`config.mk`:
```
export PLATFORM = sky130hd
export DESIGN_NAME = btm_share_arb
export DESIGN_NICKNAME = d
export VERILOG_FILES = /design/src/rtl/btm_share_arb.sv
export SDC_FILE = /design/constraint.sdc
export NUM_CORES = 1
export LEC_CHECK = 0
export BUFFER_PORTS_ARGS = -buffer_cell sky130_fd_sc_hd__buf_4
export CAP_MARGIN = 15
export CORE_ASPECT_RATIO = 0.9
export CORE_MARGIN = 5
export CORE_UTILIZATION = 31
export CTS_BUF_LIST = sky130_fd_sc_hd__clkbuf_16
export DETAILED_ROUTE_END_ITERATION = 10
export GPL_TIMING_DRIVEN = 0
export PLACE_DENSITY_LB_ADDON = 0.12
export SLEW_MARGIN = 20
export SYNTH_ARGS = -nofsm -noshare
export SYNTH_HDL_FRONTEND = slang
export SYNTH_SLANG_ARGS = --single-unit
```
`constraint.sdc`:
```
create_clock -name clk -period 9.1 [get_ports clk]
set_clock_uncertainty 0.05 [all_clocks]
set_input_delay 0.91 -clock clk [delete_from_list [all_inputs] [get_ports clk]]
set_output_delay 0.91 -clock clk [all_outputs]
set_load 0.03 [all_outputs]
```
`src/rtl/btm_share_arb.sv`:
```
// Two-requester round-robin front end sharing one pipelined truncated multiplier.
// Results return to the requester that issued them, exactly LAT cycles after acceptance.
module btm_share_arb #(
    parameter int BWOP = 10,
    parameter int NAB  = 0,
    parameter int LAT  = 2
) (
    input  logic            clk,
    input  logic            rst,
    input  logic            req0_valid,
    input  logic [BWOP-1:0] req0_a,
    input  logic [BWOP-1:0] req0_b,
    output logic            req0_ready,
    input  logic            req1_valid,
    input  logic [BWOP-1:0] req1_a,
    input  logic [BWOP-1:0] req1_b,
    output logic            req1_ready,
    output logic            rsp0_valid,
    output logic [BWOP-1:0] rsp0_c,
    output logic            rsp1_valid,
    output logic [BWOP-1:0] rsp1_c,
    output logic            busy,
    output logic [15:0]     ops_issued
);
    localparam int OPW = BWOP - NAB;
    localparam int RW  = BWOP - 2 * NAB;

    // last_grant = 1 means requester 1 won most recently, so requester 0 wins the next tie
    logic            last_grant;
    logic [LAT-1:0]  pipe_vld;
    logic [LAT-1:0]  pipe_id;
    logic [OPW-1:0]  pipe_a [LAT];
    logic [OPW-1:0]  pipe_b [LAT];
    logic [15:0]     issue_cnt;
    logic            grant0;
    logic            grant1;
    logic            accept;
    logic [OPW-1:0]  sel_a;
    logic [OPW-1:0]  sel_b;
    logic [RW-1:0]   prod_low;
    logic [BWOP-1:0] result;
    logic            out_vld;

    always_comb begin
        grant0 = 1'b0;
        grant1 = 1'b0;
        if (!rst) begin
            if (req0_valid && req1_valid) begin
                grant0 = last_grant;
                grant1 = !last_grant;
            end else begin
                grant0 = req0_valid;
                grant1 = req1_valid;
            end
        end
    end

    assign accept     = grant0 | grant1;
    assign req0_ready = grant0;
    assign req1_ready = grant1;

    assign sel_a = grant1 ? req1_a[BWOP-1:NAB] : req0_a[BWOP-1:NAB];
    assign sel_b = grant1 ? req1_b[BWOP-1:NAB] : req0_b[BWOP-1:NAB];

    always_ff @(posedge clk) begin
        if (rst) begin
            last_grant <= 1'b1;
            pipe_vld   <= '0;
            issue_cnt  <= '0;
        end else begin
            if (accept) begin
                last_grant <= grant1;
                issue_cnt  <= issue_cnt + 16'd1;
            end
            pipe_vld[0] <= accept;
            for (int i = 1; i < LAT; i++) begin
                pipe_vld[i] <= pipe_vld[i-1];
            end
        end
    end

    // Payload needs no reset: it is only observed when the matching valid bit is set
    always_ff @(posedge clk) begin
        pipe_id[0] <= grant1;
        pipe_a[0]  <= sel_a;
        pipe_b[0]  <= sel_b;
        for (int i = 1; i < LAT; i++) begin
            pipe_id[i] <= pipe_id[i-1];
            pipe_a[i]  <= pipe_a[i-1];
            pipe_b[i]  <= pipe_b[i-1];
        end
    end

    // Only the low RW product bits survive; the dropped LSB weight is restored by the shift
    assign prod_low = RW'(pipe_a[LAT-1] * pipe_b[LAT-1]);
    assign result   = BWOP'(prod_low) << (2 * NAB);

    assign out_vld    = !rst && pipe_vld[LAT-1];
    assign rsp0_valid = out_vld && !pipe_id[LAT-1];
    assign rsp1_valid = out_vld && pipe_id[LAT-1];
    assign rsp0_c     = rsp0_valid ? result : '0;
    assign rsp1_c     = rsp1_valid ? result : '0;
    assign busy       = !rst && (|pipe_vld);
    assign ops_issued = rst ? 16'd0 : issue_cnt;

endmodule

```
[Word-level counts from Yosys, hierarchy flattened]
Memories as Yosys holds them, arrays and structs flattened.
Cells that the tools add are included.
Cells by class
  add/subtract/negate cells: 1
  multipliers: 1
  divide/modulo/power cells: 0
  $lt $le $gt $ge: 0
  equal/unequal tests: 0
  shifts and indexed selects: 0
  muxes and demuxes: 9
  bitwise operators: 1
  reductions and logical operators: 9
Operators by type and width (number)
  $mux 10: 4
  $add 16x1->16 const B: 1
  $mux 16: 1
  $mul 10x10->10: 1
  $logic_and 1x1->1: 5
  $mux 1: 4
  $logic_not 1->1: 3
  $reduce_or 2->1: 1
  $or 1x1->1: 1
Word-level totals
  register bits after elaboration: 21
  latch bits: 0
  bits in writable memories: 40
  ROM bits: 0
  input port bits: 44
  output and inout port bits: 41
  word-level logic and storage cells: 27
  memories kept: 2
Memories
  pipe_a: words 2, width 10, rd ports 2, clocked after Yosys merged registers in 0, write ports 2, line 32  | logic [OPW-1:0] pipe_a [LAT];
  pipe_b: words 2, width 10, rd ports 2, clocked after Yosys merged registers in 0, write ports 2, line 33  | logic [OPW-1:0] pipe_b [LAT];

[Logic depth before layout (Yosys ltp)]
Gate-level depths: netlist (run 1).
  depth in word-level cells: 4
  mapped depth: 17
  mapped depth without buffers: 16

[Least setup slack after synthesis (run 1)]
Ideal clock, no wire load.
  path type: register to output
  start: mem pipe_b[0][13] in the netlist's numbering
  end: out rsp0_c[9]
  arrival time: 4.356 ns
  slack: 3.784 ns
  cell stages (with the launch flop): 14
  buffers on the path: 0
  cell sequence: dfxtp_1 nand2_1 fa_1 fa_1 inv_1 fa_1 fa_1 fa_1 xnor2_1 xnor2_1 xnor2_1 xnor3_1 xnor2_1 nor2_1
RTL lines
  from (decl): line 33
  to (decl): line 19  | output logic [BWOP-1:0] rsp0_c,

==> results.tsv, run 1 <==
metric	value	unit
Routed WL per cell	11.7	µm
Worst setup SP type	flop	
final setup violation count	0	
DP Wirelength	6450	µm
cell count after synthesis	414	
Total GRT Usage	0.119	
Max Cap Viol	0	
critical-path maximum fanout	9	
TritonCTS clock tree	done	
initial core utilization	0.314	
met2 Use GR	0.165	
GP Congestion	0.783	
Final Total Pwr	0.00104	W
met3 GRT Util	0.0264	
Hold Buf Count CTS	0	
Post-synth EDFFs	0	
Post-CTS Setup Inserts	0	
period utilization	0.652	
clk buf depth	2	
Req. time, crit path	8140	ps
via count	2777	
Power per Cell Area	221	nW/µm²
CTS resizes	0	
chip width	123	µm
Seq/Total Area, Yosys	0.341	
area of the mapped netlist	3580	µm²
vias per std cell	4.14	
largest net degree at the start of global routing	12	
nets	600	
Synth cell types	44	
ys async rst share	0	
CP top delay family	adder cells	
syn nets	505	
Post-DRT Antenna Nets	0	
total routed wirelength	7870	µm
WP data arrival	4970	ps
worst-path cell chain	nand2_1 > fa_1 > fa_1 > inv_1 > fa_1 > fa_1 > fa_1 > xnor2_1 > xnor2_1 > xnor2_1 > xnor3_1 > xnor2_1 > nor2_1 > buf_4	
final core utilization	0.414	
DIE HEIGHT	112	µm
diode count	0	
Max Clk Rate	169	MHz
Syn-to-layout area delta	31.6	%
Synth Warn #	0	
Worst setup EP type	primary output	
critical path type	flop to primary output	
vias in the first global route	2689	
Top Usage Layer GRT	met1	
Clock Tree Root	clkbuf_16	
Crit path top cell by count	fa_1	
Pre-Repair DR Iteration Count	4	
HP Class	flop to flop	
worst-skew pair later-pin latency	310	ps
Rows	37	
most frequent cells in the layout	nand2_1 (101), buf_4 (88), dfxtp_1 (61), nor2_1 (38), inv_1 (37)	
leakage	2.31	nW
GRT met1 Usage	0.179	
Final Hold Fails	0	
layout cells sized above 1	0.220	
clock buffer count from CTS	9	
DRT iter0 DRCs	99	
Avg Cell Area, Syn	8.65	µm²
clock slew at reported path FFs	50	ps
initial antenna violation count	0	
IO Count	85	
GR Overflow Total	0	
most common cell after layout, fill and taps aside	nand2_1	
fin crit period	5930	ps
Worst-Margin Slew	582	ps
Slew headroom	0.612	
setup slack, reg-to-reg	7370	ps
Crit-path slowest cell	fa_1	
Critical Path Max Stage Delay	540	ps
FF+latch count, synth	61	
crit path buf inv count	2	
outcome	completed	
Max IR drop VDD	0.000108	V
TritonCTS Sinks	61	
Buffers on Ports	84	
drt drc	0	
core outline area	11400	µm²
RSZ-0062 raised after global routing	false	
die area	13800	µm²
htree depth	3	
most frequently used flop master after synthesis	dfxtp_1	
first-pass GRT wire length	13100	µm
Post-Route Setup TNS	0	ps
Slew Viols, Final	0	
[Yosys cell counts (3+ instances only)]
cell | instances | area share
inv_1 | 36 | 0.038
nor3b_1 | 3 | 0.0063
nor2b_1 | 18 | 0.031
and2_1 | 17 | 0.030
o21ai_0 | 4 | 0.0056
xor2_1 | 12 | 0.029
buf_4 | 4 | 0.0084
clkbuf_1 | 7 | 0.0073
a21oi_1 | 7 | 0.0098
nand2_1 | 101 | 0.11
nor3_1 | 3 | 0.0042
xnor2_1 | 14 | 0.034
dfxtp_1 | 61 | 0.34
nor2_1 | 38 | 0.040
o21ai_1 | 3 | 0.0042
ha_1 | 25 | 0.087
or3_1 | 3 | 0.0052
fa_1 | 22 | 0.12
nand3_1 | 4 | 0.0056
nand3b_1 | 3 | 0.0063
[layer usage]
metal  vias up  part of all wire  wire length [µm]
met5         -                 0                 0
li1       1466                 -                 -
met3         4             0.056               441
met1      1239              0.53              4180
met2        68              0.41              3200
met4         0            0.0072                57
[where the power goes]
part           total [W]  switching (W)  leakage (nW)  internal (W)
registers       0.000299      0.0000136         0.508      0.000285
logic           0.000401       0.000214          1.65      0.000187
clock network   0.000340       0.000105         0.155      0.000235
total            0.00104       0.000333          2.31      0.000707
[cell type report]
type	instances	area [µm²]
Fill cell	1189	6680
Multi-Input combinational cell	303	2150
Sequential cell	61	1220
Timing Repair Buffer	84	631
Clock buffer	9	225
Tap cell	156	195
Inverter	37	139
Clock inverter	7	81.3
Buffer	13	71.3
[worst register-to-register path, stage by stage (launching register included)]
cell      delay [ps]
dfxtp_1          370
and2b_1          200
nand4b_1         280
nor3_2           370
nand3_1          140
xor2_1           150
nor2_1            50
[final timing paths]
| path | startpoint | endpoint | cells past startpoint |
|---|---|---|---|
| setup / recovery | pipe_a[0][11] | rsp1_c[9] | 14 |
| hold / removal | pipe_b[0][6] | pipe_b[0][16] | 0 |
| setup reg to reg | issue_cnt[2] | issue_cnt[13] | 6 |
| hold reg to reg | pipe_b[0][6] | pipe_b[0][16] | 0 |
[registers in the layout, summed over array words and instances, names as in the netlist]
register / flops
issue_cnt: 16
last_grant: 1
pipe_id: 2
pipe_vld: 2
pipe_a: 20
pipe_b: 20
[cells by family after synthesis]
family          synth area share
xor+xnor                  0.0853
buf+inv                   0.0587
flops                      0.341
fa+ha+maj                  0.210
mux                      0.00280
simple gates               0.267
compound gates            0.0346
[per-stage QoR]
| step | setup WS, ps | hold slack (ps) | cells | area (µm²) |
|---|---|---|---|---|
| 4_1_cts | 3120 | 273 | 670 | 4710 |
| 5_1_grt | 2900 | 273 | 670 | 4710 |
| 6_report | 3170 | 272 | 670 | 4710 |
| 2_1_floorplan | 3780 | 260 | 414 | 3580 |
| 3_5_place_dp | 3490 | 262 | 654 | 4410 |
| 3_3_place_gp | 3470 | 261 | 654 | 4410 |
No activity file was read; power rests on OpenSTA's default activity.
==> inputs of run 2 (changes only) <==
- clock period: 9.1 -> 5.2 ns (I/O delays scaled with it)
==> run 2 against run 1 <==
Net effect: design area grew 2.0%; largest power group unchanged; register-to-register slack lost 3900 ps; routed wire length grew 0.70%; first-iteration DRC count grew 5.1%; highest routed layer unchanged; non-clock buffer count grew 2; sequential power grew 76%; global-route usage grew 0.083 points; critical path type unchanged; worst setup slack lost 3000 ps.
==> results.tsv, run 2 (synthesis results as in run 1) <==
metric	value	unit
setup slack, reg-to-reg	3470	ps
Buffers on Ports	84	
Max Clk Rate	197	MHz
Clock Tree Root	clkbuf_16	
worst-skew pair later-pin latency	310	ps
clk buf depth	2	
R2R cell count	6	
most common cell after layout, fill and taps aside	nand2_1	
period utilization	0.976	
GR Overflow Total	0	
WP data arrival	4500	ps
total routed wirelength	7930	µm
largest net degree at the start of global routing	12	
GP Congestion	0.783	
placed cells	654	
Hold Slack	271	ps
layout cells sized above 1	0.271	
Worst setup SP type	flop	
design area	4810	µm²
initial core utilization	0.314	
Final Hold Fails	0	
DIE HEIGHT	112	µm
TritonCTS Sinks	61	
Slew Viols, Final	0	
most frequent cells in the layout	nand2_1 (98), buf_4 (88), dfxtp_1 (49), inv_1 (37), nor2_1 (37)	
Non-Filler Instances	672	
Max Cap Viol	0	
RSZ-0062 raised after global routing	true	
Total GRT Usage	0.120	
number of cells on the worst hold path	0	
DRT iter0 DRCs	104	
fin crit period	5070	ps
DP Wirelength	6450	µm
outcome	completed	
final core utilization	0.422	
Syn-to-layout area delta	34.3	%
area after detailed placement	4410	µm²
Hold Buf Count CTS	0	
Worst-Margin Slew	572	ps
chip width	123	µm
vias per std cell	4.14	
die area	13800	µm²
drt drc	0	
nets	602	
Pre-Repair DR Iteration Count	4	
critical-path maximum fanout	5	
Post-DRT Antenna Nets	0	
Req. time, crit path	4630	ps
Slew headroom	0.618	
final setup violation count	0	
Final Total Pwr	0.00189	W
Max IR drop VDD	0.000184	V
Largest regs	pipe_a x20, pipe_b x20, issue_cnt x16	
clock buffer count from CTS	9	
IO Count	85	
diode count	0	
clock slew at reported path FFs	50	ps
initial antenna violation count	0	
first-pass GRT wire length	13200	µm
Worst setup EP type	primary output	
vias in the first global route	2712	
leakage	2.33	nW
TritonCTS clock tree	done	
via count	2782	
htree depth	3	
critical path type	flop to primary output	
Power per Cell Area	394	nW/µm²
core outline area	11400	µm²
HP Class	flop to flop	
Rows	37	
Routed WL per cell	11.8	µm
==> run 2: cell types whose count changed in the layout (fill, tap and decap cells not counted), moves of 3 or more <==
cell	before	now
dfxtp_1	61	49
nand2_1	101	98
nand2_2	2	5
dfxtp_2	0	6
dfxtp_4	0	6
==> run 2: report_power, final <==
part / internal [W] / total [W] / switching, W
clock network: 0.000411 / 0.000596 / 0.000185
logic: 0.000366 / 0.000772 / 0.000406
registers: 0.000500 / 0.000525 / 0.0000245
total: 0.00128 / 0.00189 / 0.000615
==> run 2: worst max-delay path: stages, from the launching register on <==
cell	delay, ps
dfxtp_2	330
buf_6	120
nand2_2	50
fa_1	470
fa_1	510
inv_1	40
fa_1	470
fa_1	500
fa_2	390
xnor2_2	210
xnor2_1	160
xnor2_1	160
xnor3_2	340
xnor2_2	170
nor2_1	110
buf_4	160
==> run 2: path summary, 6_finish.rpt <==
check | from | end
hold reg to reg | pipe_b[0][6] | pipe_b[0][16]
hold / removal | pipe_b[0][6] | pipe_b[0][16]
setup / recovery | pipe_b[0][11] | rsp1_c[9]
setup reg to reg | issue_cnt[2] | issue_cnt[13]
==> run 2: through the flow <==
step,setup TNS (ps),setup slack [ps]
after floorplan,0,274
after global placement,-85.7,-43.1
after detailed placement,-47.1,-24.5
after CTS,0,16.1
after global routing,-61.3,-29.9
final,0,127
==> run 2: layout make-up <==
class | count | area [µm²]
Fill cell | 1186 | 6580
Multi-Input combinational cell | 303 | 2200
Sequential cell | 61 | 1250
Timing Repair Buffer | 86 | 643
Clock buffer | 9 | 225
Tap cell | 156 | 195
Inverter | 37 | 139
Clock inverter | 7 | 81.3
Buffer | 13 | 75.1
==> run 2: repair_timing <==
action,4_1_cts,5_1_grt
gates cloned,0,1
resized for setup,12,20
setup endpoints to repair,6,6
setup buffers,0,1
hold endpoints to repair,0,0
pin swaps,3,6
==> run 2: routing by layer <==
layer / global-route usage / part of all wire / vias to the layer above
li1: - / - / 1468
met1: 0.179 / 0.52 / 1236
met2: 0.168 / 0.41 / 74
met3: 0.0264 / 0.063 / 4
met4: 0.0399 / 0.0072 / 0
met5: 0 / 0 / -
